[src/rtl/press_event_detect_if.sv]
// press_event_detect_if: sample stream in, press events out.
//   master : drives sample_valid/sample_data, observes event_pulse/active/event_count
//   slave  : the detector side (inverse directions)
interface press_event_detect_if #(
    parameter int unsigned DATA_W = 12
);
    localparam int unsigned EVT_W = 16;

    logic              sample_valid;
    logic [DATA_W-1:0] sample_data;
    logic              event_pulse;
    logic              active;
    logic [EVT_W-1:0]  event_count;

    modport master (
        output sample_valid, sample_data,
        input  event_pulse, active, event_count
    );

    modport slave (
        input  sample_valid, sample_data,
        output event_pulse, active, event_count
    );
endinterface

[src/rtl/press_event_detect.sv]
// press_event_detect: threshold-with-hysteresis press detector with debounce
// and a refractory gap. Emits a one-cycle event_pulse on each qualified press
// onset and holds active high while the press lasts.
//   clock : system clock, rising edge
//   reset : asynchronous, active-high
//   bus   : press_event_detect_if.slave (sample_valid, sample_data in;
//           event_pulse, active, event_count out)
// Optional build macro PRESS_EVENT_COUNT_EN adds a 16-bit wrapping event
// counter on event_count; otherwise event_count is tied to 0.
module press_event_detect #(
    parameter int unsigned DATA_W   = 12,
    parameter int unsigned TH_HIGH  = 2000,
    parameter int unsigned TH_LOW   = 1800,
    parameter int unsigned DEBOUNCE = 4,
    parameter int unsigned CNT_W    = 3,
    parameter int unsigned REFRACT  = 16,
    parameter int unsigned REF_W    = 5
) (
    input  logic                  clock,
    input  logic                  reset,
    press_event_detect_if.slave   bus
);
    localparam int unsigned EVT_W = 16;

    typedef enum logic [1:0] {
        IDLE  = 2'd0,
        ARM   = 2'd1,
        PRESS = 2'd2,
        REFR  = 2'd3
    } state_t;

    state_t             state_q, state_d;
    logic [CNT_W-1:0]   cnt_q, cnt_d, cnt_inc_c;
    logic [REF_W-1:0]   ref_q, ref_d;
    logic               pulse_q, pulse_d;
    logic               active_q, active_d;
    logic               hi_c, lo_c;

    // Qualify / release decisions; only valid samples count.
    assign hi_c      = bus.sample_valid && (bus.sample_data >= DATA_W'(TH_HIGH));
    assign lo_c      = bus.sample_valid && (bus.sample_data <  DATA_W'(TH_LOW));
    assign cnt_inc_c = cnt_q + CNT_W'(1);

    // State and output registers.
    always_ff @(posedge clock or posedge reset) begin
        if (reset) begin
            state_q  <= IDLE;
            cnt_q    <= '0;
            ref_q    <= '0;
            pulse_q  <= 1'b0;
            active_q <= 1'b0;
        end else begin
            state_q  <= state_d;
            cnt_q    <= cnt_d;
            ref_q    <= ref_d;
            pulse_q  <= pulse_d;
            active_q <= active_d;
        end
    end

    // Next-state and counter update.
    always_comb begin
        state_d = state_q;
        cnt_d   = cnt_q;
        ref_d   = ref_q;
        case (state_q)
            IDLE: begin
                if (hi_c) begin
                    cnt_d   = CNT_W'(1);
                    state_d = (DEBOUNCE == 1) ? PRESS : ARM;
                end
            end
            ARM: begin
                if (hi_c) begin
                    cnt_d = cnt_inc_c;
                    if (cnt_inc_c == CNT_W'(DEBOUNCE)) begin
                        state_d = PRESS;
                    end
                end else if (bus.sample_valid) begin
                    cnt_d   = '0;
                    state_d = IDLE;
                end
            end
            PRESS: begin
                if (lo_c) begin
                    ref_d   = REF_W'(REFRACT);
                    state_d = REFR;
                end
            end
            REFR: begin
                // Counts every clock regardless of sample_valid; samples ignored.
                ref_d = ref_q - REF_W'(1);
                if (ref_q == REF_W'(1)) begin
                    state_d = IDLE;
                end
            end
            default: begin
                state_d = IDLE;
                cnt_d   = '0;
                ref_d   = '0;
            end
        endcase
    end

    // Output decode: pulse only on the edge that enters PRESS.
    always_comb begin
        pulse_d  = 1'b0;
        active_d = 1'b0;
        if (state_d == PRESS) begin
            active_d = 1'b1;
            pulse_d  = (state_q != PRESS);
        end
    end

    assign bus.event_pulse = pulse_q;
    assign bus.active      = active_q;

`ifdef PRESS_EVENT_COUNT_EN
    logic [EVT_W-1:0] evt_cnt_q;

    // Wrapping count of issued events.
    always_ff @(posedge clock or posedge reset) begin
        if (reset) begin
            evt_cnt_q <= '0;
        end else if (pulse_d) begin
            evt_cnt_q <= evt_cnt_q + EVT_W'(1);
        end
    end

    assign bus.event_count = evt_cnt_q;
`else
    assign bus.event_count = EVT_W'(0);
`endif

endmodule

[src/flat_wrapper.sv]
// flat-port wrapper written by rule: the top's interface ports become plain ports
module press_event_detect_flat 
#(
    parameter int unsigned DATA_W   = 12,
    parameter int unsigned TH_HIGH  = 2000,
    parameter int unsigned TH_LOW   = 1800,
    parameter int unsigned DEBOUNCE = 4,
    parameter int unsigned CNT_W    = 3,
    parameter int unsigned REFRACT  = 16,
    parameter int unsigned REF_W    = 5
)
  (clock, reset, bus_sample_valid, bus_sample_data, bus_event_pulse, bus_active, bus_event_count);
  press_event_detect_if #(.DATA_W(DATA_W)) bus_i ();
  input  logic clock;
  input  logic reset;
  input wire logic [$bits(bus_i.sample_valid)-1:0] bus_sample_valid;
  input wire logic [$bits(bus_i.sample_data)-1:0] bus_sample_data;
  output wire logic [$bits(bus_i.event_pulse)-1:0] bus_event_pulse;
  output wire logic [$bits(bus_i.active)-1:0] bus_active;
  output wire logic [$bits(bus_i.event_count)-1:0] bus_event_count;
  assign bus_i.sample_valid = bus_sample_valid;
  assign bus_i.sample_data = bus_sample_data;
  assign bus_event_pulse = bus_i.event_pulse;
  assign bus_active = bus_i.active;
  assign bus_event_count = bus_i.event_count;
  press_event_detect #(.DATA_W(DATA_W), .TH_HIGH(TH_HIGH), .TH_LOW(TH_LOW), .DEBOUNCE(DEBOUNCE), .CNT_W(CNT_W), .REFRACT(REFRACT), .REF_W(REF_W)) u_core (.clock(clock), .reset(reset), .bus(bus_i));
endmodule
[config.mk]
export PLATFORM = sky130hd
export DESIGN_NAME = press_event_detect_flat
export DESIGN_NICKNAME = d
export VERILOG_FILES = /design/src/rtl/press_event_detect_if.sv /design/src/rtl/press_event_detect.sv /design/src/flat_wrapper.sv
export SDC_FILE = /design/constraint.sdc
export NUM_CORES = 1
export LEC_CHECK = 0
export ABC_AREA = 1
export BUFFER_PORTS_ARGS = -buffer_cell sky130_fd_sc_hd__buf_2
export CORE_MARGIN = 2
export CORE_UTILIZATION = 39
export CTS_BUF_LIST = sky130_fd_sc_hd__clkbuf_8 sky130_fd_sc_hd__clkbuf_16
export CTS_CLUSTER_DIAMETER = 60
export DETAILED_ROUTE_END_ITERATION = 7
export PLACE_DENSITY = 0.64
export SETUP_SLACK_MARGIN = 0.15
export SLEW_MARGIN = 20
export SYNTH_ARGS = -nofsm -noshare
export SYNTH_HDL_FRONTEND = slang
export SYNTH_SLANG_ARGS = --single-unit
[constraint.sdc]
create_clock -name clock -period 1.7 [get_ports clock]
set_input_delay 0.34 -clock clock [delete_from_list [all_inputs] [get_ports clock]]
set_output_delay 0.34 -clock clock [all_outputs]
set_load 0.05 [all_outputs]
==> Yosys cells after proc, flatten, opt, wreduce, memory -nomap -nowiden <==
Index checks and enable logic that the tools add are counted.
{ "word_totals": {"regBits": 12, "input_bits": 15, "output_inout_bits": 18, "word_cells": 41} }
{ "classes": {"add_sub_neg": 2, "n_mux": 15, "reduce_logical": 7, "n_eq_ne": 10, "order_cmp": 2} }
{ "ops": {"columns": ["operator", "n"], "rows": [
  ["$ge A12 B11 Y1 const B", 1],
  ["$lt A12 B11 Y1 const B", 1],
  ["$mux W2", 6],
  ["$pmux W5 S2", 1],
  ["$mux W3", 3],
  ["$pmux W2 S4", 1],
  ["$eq A2 B2 Y1 const B", 3],
  ["$pmux W3 S2", 1],
  ["$eq A5 B1 Y1 const B", 1],
  ["$mux W5", 1],
  ["$sub A5 B1 Y5 const B", 1],
  ["$ne A2 B1 Y1 const B", 2],
  ["$reduce_bool A2 Y1", 2],
  ["$add A3 B1 Y3 const B", 1],
  ["$eq A3 B3 Y1 const B", 1],
  ["$ne A3 B2 Y1 const B", 1],
  ["$reduce_and A3 Y1", 1],
  ["$eq A2 B1 Y1 const B", 1],
  ["$logic_and A1 B1 Y1", 2],
  ["$logic_not A2 Y1", 1],
  ["$mux W1", 2],
  ["$ne A2 B2 Y1 const B", 1],
  ["$reduce_and A2 Y1", 1]
]} }

==> Depth between registers and ports, before layout <==
Gate-level depths: netlist of the first run.
{ "depth": {"word_depth": 7, "ltp_mapped": 10, "ltp_nobuf": 10} }

==> Worst setup path before layout of the first run <==
OpenSTA, ideal clock, no wires.
{ "synth_path": {"path_kind": "flip-flop to flip-flop", "start": "register u_core.cnt_q[0]", "end": "register u_core.active_q, in the netlist u_core.bus.active", "path_buffers": 0, "arrival_ns": 1.203, "synth_period_minus_slack_ns": 1.271, "setup_ns": 0.069, "slack_ns": 0.429, "path_stages_with_launch": 8, "required_time_ns": 1.631, "path_cell_list": "dfrtp_1 > ha_1 > xnor2_1 > nor2_1 > o21ai_1 > o21ai_2 > inv_2 > nor2_2"} }
{ "synth_via": {"elab_chain_len": 7} }
{ "synth_lines": {"columns": ["item", "line", "rtl"], "rows": [
  ["start, declared", "press_event_detect.sv:33", "logic [CNT_W-1:0] cnt_q, cnt_d, cnt_inc_c;"],
  ["start signal, assigned", "press_event_detect.sv:54", "cnt_q <= cnt_d;"],
  ["$add A3 B1 Y3", "press_event_detect.sv:42", "assign cnt_inc_c = cnt_q + CNT_W'(1);"],
  ["$eq A3 B3 Y1", "press_event_detect.sv:76", "if (cnt_inc_c == CNT_W'(DEBOUNCE)) begin"],
  ["$mux W2", "press_event_detect.sv:76", null],
  ["$mux W2", "press_event_detect.sv:74", "if (hi_c) begin"],
  ["$pmux W2 S4", "press_event_detect.sv:66", "case (state_q)"],
  ["named net u_core.state_d[1]", "press_event_detect.sv:32", "state_t state_q, state_d;"],
  ["$eq A2 B2 Y1", "press_event_detect.sv:109", "if (state_d == PRESS) begin"],
  ["$mux W1", "press_event_detect.sv:109", null],
  ["named net u_core.active_d", "press_event_detect.sv:36", "logic active_q, active_d;"],
  ["end signal, assigned", "press_event_detect.sv:57", "active_q <= active_d;"],
  ["end, declared", "press_event_detect.sv:36", null]
]} }
The timed path passes the listed nets, and every way through them passes these cells.
A chain may end at the register's enable or synchronous reset.

==> Worst setup path in the final report of the first run <==
Ends and elaborated chain as after synthesis.

==> reports/results.txt, run 1 <==
The tools report the combined area of all synthesized cells as 860 sq um. The most used flip-flop cell after synthesis is sky130_fd_sc_hd__dfrtp_1. For the maximum clock insertion buffer count, the log shows 2. The starting utilization of the core area came out at 42.5%.

The total negative slack for setup checks was 0 ps; the depth of the worst register-to-register path was 7. The largest total area in the synthesized netlist belongs to sky130_fd_sc_hd__dfrtp_1. The share of synthesized registers carrying an async set or reset is 100%. By area, the combinational part of the netlist is dominated by simple AND/OR/NAND/NOR gates. The part of the total power dissipated in sequential elements came out at 34.1%. The number of enable flip-flop cells after synthesis works out to 0. Once the clock tree was built, the resizer swapped 0 gates to a different size. The worst setup path is captured at a flop. The startpoint identified for the worst register-to-register timing path is u_core.cnt_q[0]. Clock root buffer master: sky130_fd_sc_hd__clkbuf_8. The count of buffers inserted at the top-level ports was 13. Routability-driven placement finished with a final weighted congestion of 0.805. The tools report the die area as 0.00260 sq mm. The tool flagged a number of max-cap violations equal to 0. For this run, the number of standard cells in the final layout without fillers is 149. Leaving out fill and tap cells, the most frequent cell in the layout is sky130_fd_sc_hd__nand2_1. Setup violations remaining at the end of the flow were counted as 0. Data on the critical path arrives at its endpoint at 1560 ps.

The synthesized netlist devotes 3.06% of its cell area to XOR and XNOR gates. The run gives 0.519 nW as the leakage power figure. The tools report the worst setup slack before clock tree synthesis as 325 ps. After filler insertion, the fill cell instance count of the layout stands at 209. The first global-routing pass estimated 2210 um of wire. Of the available clock period, the critical path in the final layout requires 81.3%. The post-route antenna net violation count is 0, and the area fraction in and, or, nand and nor cells after synthesis is 27.7%. The die is 50.9 um tall. The tools report the data required time at the worst endpoint as 1880 ps. After detailed routing, the average wire length per cell comes to 9.24 um.

Internal power comes to 777 uW. In the global route stage, overall resource usage came out at 11.6%. The arithmetic-cell share of the synthesized area counting full adders, half adders and majority gates is 5.82%. For this block, the via count after detailed routing is 660. The detailed router finished its first iteration with 12 violations. The number of CTS-inserted buffers is 3, and the number of warning messages in the yosys log is 0.

The tools report the half-perimeter wire length after detailed placement as 1090 um. The routed via count divided by cell count was 4.43; the worst-path maximum fanout was 4. 0 antenna diodes ended up in the layout. The switching power summed over all nets came out at 657 uW. The tools report the combinational share of power as 48.0%. Timing would allow up to 723 MHz.

The synthesis-to-layout area growth was 8.88%; the number of ports placed on the die boundary was 33. The flip-flop and latch count after synthesis came out at 12. Measured on the finished design, the core utilization comes to 46.3%. Cells with a size suffix above 1 make up 25.4% of the layout. Counting tap cells, the placed design contains a total of 146 instances.

The max-slew violation total from the final report was 0. The deepest level of the CTS H-tree was 1. Entering global routing, the biggest net connects 13 pins.

The placeable core region was 0.00202 sq mm; the clock slew at the register clock pins of the worst setup and hold paths was 50 ps. Per report_power, the clock group accounts for 17.9% of the total. The total routed wirelength is 1380 um.

The tools report the number of buffers inserted by hold repair at cts as 0. The library cells used most frequently in the layout, excluding fill and tap cells, are 19 x sky130_fd_sc_hd__nand2_1, 16 x sky130_fd_sc_hd__conb_1, 13 x sky130_fd_sc_hd__buf_2. The worst clock skew on the final layout is 4.12 ps, and the share of the synthesized area in compound gates (AO/OA/AOI/OAI) is 7.57%. Proportion of total power due to net switching: 45.8%. The clock reaches the later pin of the worst-skew pair after 240 ps.

The number of failing hold endpoints at the final stage is 0. For the count of cell types in the netlist, the log shows 27. The path type of the worst min-delay path was input pin to async pin. At the end of the flow, the number of nets in the layout was 143. The floorplan has 16 rows. Type of the worst setup path: flop to flop. The setup fix buffers added after clock tree synthesis was 0; the worst supply voltage drop on vdd was 0.000720 V. The setup check on the worst reg-to-reg path leaves a slack of 320 ps. In the synthesized netlist, the number of instances is 107.

The tools report the fraction of the yosys area taken by sequential cells as 34.9%. The area share of the leading cell type in the synthesized netlist works out to 34.9%. The per-instance average area after synthesis was 8.03 sq um; the overall die width was 50.9 um. Of the post-synthesis cell area, the part taken by muxes is 0%. Setup repair after global routing left no endpoint under its margin. The remaining design rule violation count came out at 0. The endpoint identified for the worst register-to-register timing path is u_core.bus.active. TritonCTS built the clock tree. The clock drives 12 sinks. Summed over all layers, the global routing overflow is 0.

In the post-route analysis, the smallest setup slack over all paths is 317 ps. For the finished layout, the period the worst path requires is 1380 ps. The tools report the initial antenna violation count as 0. The flow ran to the end, and the final reports show no timing, DRC or antenna violations. Sorting the synthesized cells by area gives the leading types as sky130_fd_sc_hd__dfrtp_1 35%, sky130_fd_sc_hd__buf_4 14%, sky130_fd_sc_hd__nand2_1 8.3%, sky130_fd_sc_hd__ha_1 5.8%, sky130_fd_sc_hd__inv_1 5.2%. For this design the ratio of total power to cell area is 1530 mW/mm^2. The tools report the count of TritonRoute iterations in the first routing pass as 4. The category of the worst setup path launch point was a flop. The run gives 548 as the via count of the first global-routing pass.
critical path, stage by stage, from the launching register on:
cell,delay [ps]
sky130_fd_sc_hd__dfrtp_1,410
sky130_fd_sc_hd__ha_1,220
sky130_fd_sc_hd__xnor2_1,140
sky130_fd_sc_hd__nor2_1,130
sky130_fd_sc_hd__o21ai_1,120
sky130_fd_sc_hd__o21ai_2,180
sky130_fd_sc_hd__inv_2,50
sky130_fd_sc_hd__nor2_2,90
Yosys cell counts, types with 2 or more instances:
master and n:
sky130_fd_sc_hd__dfrtp_1 12, sky130_fd_sc_hd__o21ai_0 2, sky130_fd_sc_hd__nor2_1 8, sky130_fd_sc_hd__ha_1 4, sky130_fd_sc_hd__nand3b_1 2, sky130_fd_sc_hd__buf_4 16
sky130_fd_sc_hd__nand2_1 19, sky130_fd_sc_hd__nand3_1 7, sky130_fd_sc_hd__xor2_1 2, sky130_fd_sc_hd__inv_1 12, sky130_fd_sc_hd__inv_2 3, sky130_fd_sc_hd__nand4_1 2
sky130_fd_sc_hd__nand2_2 4
power by group through the flow:
stage                     Sequential (mW)  Combinational (mW)  Clock, mW
after global routing                0.500               0.776      0.278
after CTS                           0.487               0.697      0.264
final                               0.489               0.689      0.257
after floorplan                     0.505               0.577          0
after detailed placement            0.491               0.694          0
after global placement              0.488               0.677          0
state kept, by name (all words and copies together), names as in the netlist:
name and count:
u_core.ref_q 5, u_core.bus.event_pulse 1, u_core.cnt_q 3, u_core.bus.active 1, u_core.state_q 2
layout make-up:
class                           instances  area [sq um]  area share (%)
Multi-Input combinational cell         79           439            46.9
Sequential cell                        12           300            32.1
Timing Repair Buffer                   13          65.1            6.95
Inverter                               15          56.3            6.02
Clock buffer                            3          41.3            4.41
Tap cell                               27          33.8            3.61
worst max-delay path by stage:
stage,from,end,slack (ps),cells after the start
after floorplan,u_core.cnt_q[0],u_core.bus.active,430,7
after global placement,u_core.cnt_q[0],u_core.bus.active,340,7
after detailed placement,u_core.cnt_q[0],u_core.bus.active,330,7
after CTS,u_core.cnt_q[0],u_core.bus.active,320,7
after global routing,u_core.cnt_q[0],u_core.bus.active,210,7
final,u_core.cnt_q[0],u_core.bus.active,320,7
kinds of logic after synthesis:
| group | after synthesis |
|---|---|
| AND/OR/NAND/NOR | 47 |
| buffers and inverters | 31 |
| flip-flops | 12 |
| AO/OA/AOI/OAI | 9 |
| adder cells (fa/ha/maj) | 4 |
| XOR/XNOR | 3 |
| other | 1 |
layer usage:
layer / share of wire, % / routed length (um) / GRT usage, %
met1: 50 / 684 / 14.2
met2: 39 / 534 / 17.1
met3: 7.8 / 107 / 2.63
met4: 3.7 / 51 / 9.46
met5: 0 / 0 / 0
metrics by stage:
stage / power, mW / hold slack [ps] / cell area (sq um)
after floorplan: 1.08 / 205 / 916
after global placement: 1.16 / 372 / 895
after detailed placement: 1.18 / 380 / 895
after CTS: 1.45 / 117 / 936
after global routing: 1.55 / 147 / 936
final: 1.43 / 98.1 / 936
No activity file was read; power rests on OpenSTA's default activity.
==> inputs of run 2 (changes only) <==
- clock period: 1.7 -> 1.4 ns (I/O delays scaled with it)
==> run 2 against run 1 <==
  * Die area is the same
  * Critical path depth up 1
  * Total power rose by 28%
  * Sequential cell count is the same
  * First-iteration DRC count shrank 50%
  * Largest cell class unchanged
  * Clock skew shrank 1.5 ps
  * Via count rose by 2.4%
  * Non-clock buffer count is 5 higher
  * Setup slack got worse by 290 ps
  * Critical endpoint unchanged
  * Sequential share of layout area is 2.1 points lower
  * Routed wire length grew 5.7%
  * Clock-buffer cell count unchanged
==> reports/results.txt, run 2 (same netlist as run 1, synthesis figures left out) <==
Timing analysis after detailed placement gives a worst setup slack of 46.9 ps. Timing would allow up to 726 MHz. Of all nets on the critical path, the largest fanout is 2. The total routed wirelength came out at 1460 um. The initial antenna violation count is 0. For this configuration, the core starts out at a cell density of 42.5%.

The overall die width is 50.9 um, and the final layout net count is 148. The clock root buffer master was sky130_fd_sc_hd__clkbuf_8. Hold timing on the final database bottoms out at a slack of 41.4 ps.

Setup repair after global routing could not meet its margin everywhere. The completed layout was analyzed and its total power is 1.83 mW. The clock period could shrink to 1380 ps. The count of buffers inserted at the top-level ports works out to 13. Global routing used 12.2% of the available tracks across all layers.

The run gives 0 as the number of failing hold endpoints at the final stage. The power per cell area is 1830 mW/mm^2. The run gives 0 as the setup violation total in the final timing report. The die area was 0.00260 sq mm; the post-route antenna net violation count was 0. The latest clock arrival within the worst-skew pair came out at 240 ps.

VDD sags by at most 0.000986 V. The count of standard-cell rows was 16. The reported max-cap violation count is 0. The height of the die was 50.9 um; the final cell area excluding filler cells was 0.00100 sq mm. Setup slack closes at 22.7 ps.

The logs give 0 for the total grt overflow and 2 for the maximum clock insertion buffer count. Filler cell count in the final layout: 190. Net switching is 45.2% of the power.

The run gives 2.58 ps as the worst clock skew on the final layout. The run gives 827 uW as the switching power summed over all nets. The run gives 12 as the total number of clock tree sinks. For this design the static power due to leakage is 0.542 nW. The min-delay analysis places its worst path in the category input pin to async pin. The worst setup path is launched from a flop.

Across all layers, the routed design uses 676 vias. The final period utilization came out at 98.4%. Dividing the detail-routed wire length by the instance count gives 9.45 um. The global-route wire length before repair was 2440 um; the diode insertion count for antenna repair was 0. In the layout the commonest cells are 19 x sky130_fd_sc_hd__nand2_1, 16 x sky130_fd_sc_hd__conb_1, 13 x sky130_fd_sc_hd__buf_2. The worst setup path is of the flop to flop kind.

Clock-pin slew was measured on the worst setup and hold paths at 50 ps. The logs give 0.727 for the final estimated routing congestion in global placement and 0 for the max-slew violation total from the final report. The largest registers in the layout are u_core.ref_q: 5 flops, u_core.cnt_q: 3 flops, u_core.state_q: 2 flops. The pin count of the biggest net entering global routing was 13; the count of TritonRoute iterations in the first routing pass was 4. After detailed routing, the number of vias per cell comes to 4.39. At the worst endpoint, the arrival time is 1550 ps. In the final layout, the share of cells above drive strength 1 is 33.9%. The maximum single-stage delay on the critical path came out at 380 ps. The logs give 32.0% for the part of the total power dissipated in sequential elements and 33 for the number of ports placed on the die boundary. The half-perimeter wire length after detailed placement is 1080 um. u_core.ref_q holds more flip-flops than any other register. The run finished with clean final reports. The data required time at the worst endpoint was 1570 ps. The run gives 1 as the deepest level of the CTS H-tree. For the final routed database, the setup TNS stands at 0 ps. Leaving out fill and tap cells, the most frequent cell in the layout is sky130_fd_sc_hd__nand2_1. The number of flip-flops under the largest register name works out to 5.

The signal on the critical path passes through ha_2 > xnor2_2 > nor2_2 > buf_4 > nand3_2 > nand2_1 > nand3_2 > nor2_2. The via count of the first global-routing pass was 603. The cell internal power dissipation came out at 1.00 mW.

The area growth from synthesis to layout is 16.6%. In this run, the number of DRC markers left after iteration 0 of detailed routing was 6. In this run, the clock network consumes 16.9% of the power. The worst setup path is captured at a flop. For the post-placement cell area, the log shows 902 sq um. The slowest cell on the critical path is sky130_fd_sc_hd__dfrtp_1. The run gives 0.00202 sq mm as the placeable core region.

The combinational share of power is 51.0%, and the number of CTS-inserted buffers is 3. The remaining design rule violation count came out at 0. TritonCTS built the clock tree.
run 2: what timing repair did:
action,4_1_cts,5_1_grt
endpoints found under the hold margin,0,0
endpoints found under the setup margin,2,6
pin swaps,5,5
hold buffers,0,0
resized for setup,4,4
buffers inserted,2,2
run 2: power by group through the flow:
stage / registers, mW / logic (mW) / clock network (mW)
after CTS: 0.587 / 0.904 / 0.310
after floorplan: 0.613 / 0.701 / 0
final: 0.587 / 0.934 / 0.310
after global routing: 0.601 / 1.06 / 0.343
after global placement: 0.586 / 0.846 / 0
after detailed placement: 0.590 / 0.866 / 0
run 2: path summary, 6_finish.rpt:
path / start / to / slack [ps] / cells after the start
worst max-delay path: u_core.cnt_q[0] / u_core.bus.active / 20 / 8
worst min-delay path: reset / u_core.bus.event_pulse / 40 / 2
worst max register to register: u_core.cnt_q[0] / u_core.bus.active / 20 / 8
worst min register to register: u_core.ref_q[4] / u_core.ref_q[4] / 470 / 2
max in group asynchronous: reset / u_core.ref_q[2] / 1050 / 2
min in group clock: bus_sample_valid / u_core.cnt_q[0] / 420 / 3
run 2: metal layers:
metal	global-route usage [%]	share of wire, %	vias up
li1	-	-	347
met1	15.7	45	295
met2	20.3	47	32
met3	1.75	7.1	2
met4	5.41	0.69	0
met5	0	0	-
run 2: area by class of cell:
cell class | instances | area (sq um) | share of cell area, %
clock buffers | 3 | 41.3 | 4.12
inverters | 15 | 56.3 | 5.62
multi-input cells | 79 | 468 | 46.7
flip-flops and latches | 12 | 300 | 30.0
well taps | 27 | 33.8 | 3.37
repair buffers | 18 | 103 | 10.2
run 2: through the flow:
stage | std cells | utilization (%)
2_1_floorplan | 122 | -
3_3_place_gp | 147 | 44.6
3_5_place_dp | 147 | 44.6
4_1_cts | 152 | 48.2
5_1_grt | 154 | 49.6
6_report | 154 | 49.6
run 2: critical path, delay by kind of cell, from the launching register on:
family,cells,cell delay [ps]
fa+ha+maj,1,200
simple gates,5,450
buf+inv,1,140
xor+xnor,1,140
flops,1,380
==> inputs of run 3 (changes only) <==
- ABC_AREA: 1 -> 0
==> run 3 against run 2 <==
  * The run now ends with negative setup slack left
  * Non-clock buffer count grew 10
  * Cell count decreased by 3.2%
  * Area after synthesis grew 1.0%
  * Fmax down 2.9%
  * Cell area rose by 14%
  * First-iteration DRC count up 120%
  * Register-to-register slack worse by 40 ps
  * Combinational power shrank 4.5%
  * Critical path depth shrank 3
  * Synthesized cell count decreased by 12%
  * Largest cell class unchanged
==> reports/results.txt, run 3 <==
The flow ran to the end, but the final reports show violations. The final reports fail on negative setup slack. The tools report the maximum clock insertion buffer count as 2. In the routed layout, each cell is associated on average with a via count of 4.98. Once placement finished, the instance area stood at 966 sq um. Sequential elements use 34.6% of the synthesized area.

For this design, the CTS-stage hold fixing added 0 buffers. The pin count of the biggest net entering global routing is 13. Leaving out fill and tap cells, the most frequent cell in the layout is sky130_fd_sc_hd__conb_1.

After global routing the overflow that remains totals 0. The setup violation total in the final timing report was 1. Synthesis handed over a netlist of 94 instances. STA classifies the critical path startpoint as a flop. The logs give -83.3 ps for the worst setup slack before clock tree synthesis and 541 sq um for the footprint of the multi-input gates.

Clock latency on the worst-skew pair, taken at its later pin, is 240 ps. The tools report the deepest level of the CTS H-tree as 1. Setup repair after global routing could not meet its margin everywhere. Counting the buffers created by CTS gives 3. During I/O placement, the number of pins put on the boundary was 33.

The dominant cell by count in the synthesized netlist was sky130_fd_sc_hd__buf_4. The combined area of all synthesized cells was 868 sq um; the final estimated routing congestion in global placement was 0.812. The worst setup margin was -18.6 ps. VDD sags by at most 0.000881 V. The first TritonRoute pass finished after 4 iterations. The cell sitting at the root of the clock tree is a sky130_fd_sc_hd__clkbuf_8. The total number of clock tree sinks is 12, and the post-route minimum period is 1420 ps. In the final layout, flip-flops and latches occupy 302 sq um. More flip-flops sit in one register than any other, and that register is u_core.ref_q. Based on the critical path, the design can be clocked at up to 705 MHz.

STA puts the critical path data required time at 1520 ps. The most critical setup path has its startpoint at u_core.cnt_q[0]. The leakage power figure came out at 0.563 nW.

For the count of standard-cell rows, the log shows 17. The tools report the die area as 0.00262 sq mm. The area share of the leading cell type in the synthesized netlist was 34.6%; the final cell area excluding filler cells was 0.00114 sq mm. The logs give 40.4% for the starting utilization of the core area and 742 for the via count. For the filler cell count in the final layout, the log shows 194. The startpoint identified for the worst register-to-register timing path is u_core.cnt_q[0]. The placeable core region is 0.00215 sq mm. The min-delay analysis places its worst path in the category input pin to async pin.

In the post-synthesis netlist, the biggest area contributors are sky130_fd_sc_hd__dfrtp_1 35%, sky130_fd_sc_hd__buf_4 15%, sky130_fd_sc_hd__ha_1 5.8%, sky130_fd_sc_hd__a21oi_1 2.9%, sky130_fd_sc_hd__inv_1 2.6%. The critical path arrival was 1540 ps; the overall die width was 51.2 um. The share of post-route cells with drive strength above 1 is 41.3%, and the via count of the first global-routing pass is 630.

The worst clock skew on the final layout is 4.34 ps, and the per-instance average area after synthesis is 9.24 sq um. Among all flip-flop cells after synthesis, the most frequent one is sky130_fd_sc_hd__dfrtp_1. The type of the worst setup path was flop to flop.

The first global-routing pass estimated 2730 um of wire. Counting instances in the post-synthesis netlist gives the leading cell types as 17 x sky130_fd_sc_hd__buf_4, 12 x sky130_fd_sc_hd__dfrtp_1, 6 x sky130_fd_sc_hd__inv_1. After synthesis the netlist holds a flip-flop and latch count of 12.

In the final layout, the registers with the most flip-flops are u_core.ref_q: 5 flops, u_core.cnt_q: 3 flops, u_core.state_q: 2 flops. The power per cell area is 1650 mW/mm^2, and the total track usage is 14.2%. The worst setup path is captured at a flop. TritonCTS built the clock tree.

The logs give 0 for the post-route antenna net violation count and 1240 um for the half-perimeter wire length after detailed placement. The diode insertion count for antenna repair is 0, and the remaining design rule violation count is 0. The number of failing hold endpoints at the final stage was 0. In the layout the commonest cells are 16 x sky130_fd_sc_hd__conb_1, 13 x sky130_fd_sc_hd__buf_2, 13 x sky130_fd_sc_hd__buf_4. The tools report the reported max-cap violation count as 0. The logs give 0 for the max-slew violation total from the final report and 141 for the final layout net count. The initial antenna violation count is 0, and the share of synthesized registers carrying an async set or reset is 100%.

Hold is met by 35.6 ps. The register with the most flip-flops in the layout has 5 of them. In this run the vertical extent of the chip is 51.2 um.

The count of buffers inserted at the top-level ports came out at 13. The clock slew at the register clock pins of the worst setup and hold paths was 60 ps. The number of enable flip-flop cells after synthesis came out at 0. The total routed wirelength was 1850 um; the synthesis-to-layout area growth was 31.3%. The logs give 0 for the number of warning messages in the yosys log and 13 for the number of design-rule violations left by the first detailed-router iteration. After synthesis, the netlist uses 41 different library cells.

After detailed routing, the average wire length per cell comes to 12.4 um. Summed over all instances, the cell type with the most area after synthesis is sky130_fd_sc_hd__dfrtp_1. The final period utilization works out to 101%.

The worst-path maximum fanout works out to 3.
[run 3: report_power, final]
group          switching [mW]  leakage (nW)  internal, mW  total (mW)
Combinational           0.471         0.392         0.421       0.892
Clock                   0.132        0.0288         0.248       0.380
Sequential              0.150         0.142         0.453       0.603
[run 3: path summary, 6_finish.rpt]
path	to	slack, ps	depth (start not counted)
worst max-delay path	u_core.state_q[1]	-20	5
worst min-delay path	u_core.ref_q[2]	40	2
worst max register to register	u_core.state_q[1]	-20	5
worst min register to register	u_core.cnt_q[2]	560	1
max in group asynchronous	u_core.ref_q[0]	1030	2
min in group clock	u_core.cnt_q[1]	360	3
[run 3: cells by family after synthesis]
family | after synthesis | synth area share (%)
multiplexers | 2 | 2.45
AND/OR/NAND/NOR | 25 | 17.2
XOR/XNOR | 1 | 1.01
buffers and inverters | 26 | 18.9
AO/OA/AOI/OAI | 23 | 19.7
adder cells (fa/ha/maj) | 4 | 5.76
flip-flops | 12 | 34.6
other | 1 | 0.432
[run 3: timing repair]
action                     in CTS  in global routing
pin swaps                       6                  9
resized for setup              10                  9
setup endpoints to repair       5                 11
buffers inserted                3                  3
[run 3: critical path: stages (launching register included)]
cell                      delay (ps)
sky130_fd_sc_hd__dfrtp_1         400
sky130_fd_sc_hd__ha_2            200
sky130_fd_sc_hd__xor2_1          150
sky130_fd_sc_hd__and4_1          200
sky130_fd_sc_hd__and2_4          150
sky130_fd_sc_hd__or2_1           200
[run 3: layer usage]
layer  part of all wire [%]  routed length [um]  vias to the layer above  global-route usage [%]
li1                       -                   -                      354                       -
met2                     49                 912                       28                    23.6
met5                      0                   0                        -                       0
met4                    1.5                  27                        0                    6.31
met3                    4.9                  91                        4                    3.80
met1                     44                 817                      356                    17.1
[run 3: layout make-up]
type	count	share of cell area, %
multi-input cells	71	47.4
repair buffers	28	16.2
flip-flops and latches	12	26.5
clock buffers	4	4.83
well taps	28	3.07
inverters	6	1.98
[run 3: through the flow]
stage                     TNS, ps  utilization (%)  power (mW)  std cells
after global placement       -122             45.0        1.25        139
after detailed placement     -426             45.0        1.28        139
after CTS                       0             50.3        1.77        146
after floorplan                 0                -        1.10        109
after global routing         -248             53.1        2.00        149
final                       -18.6             53.1        1.88        149
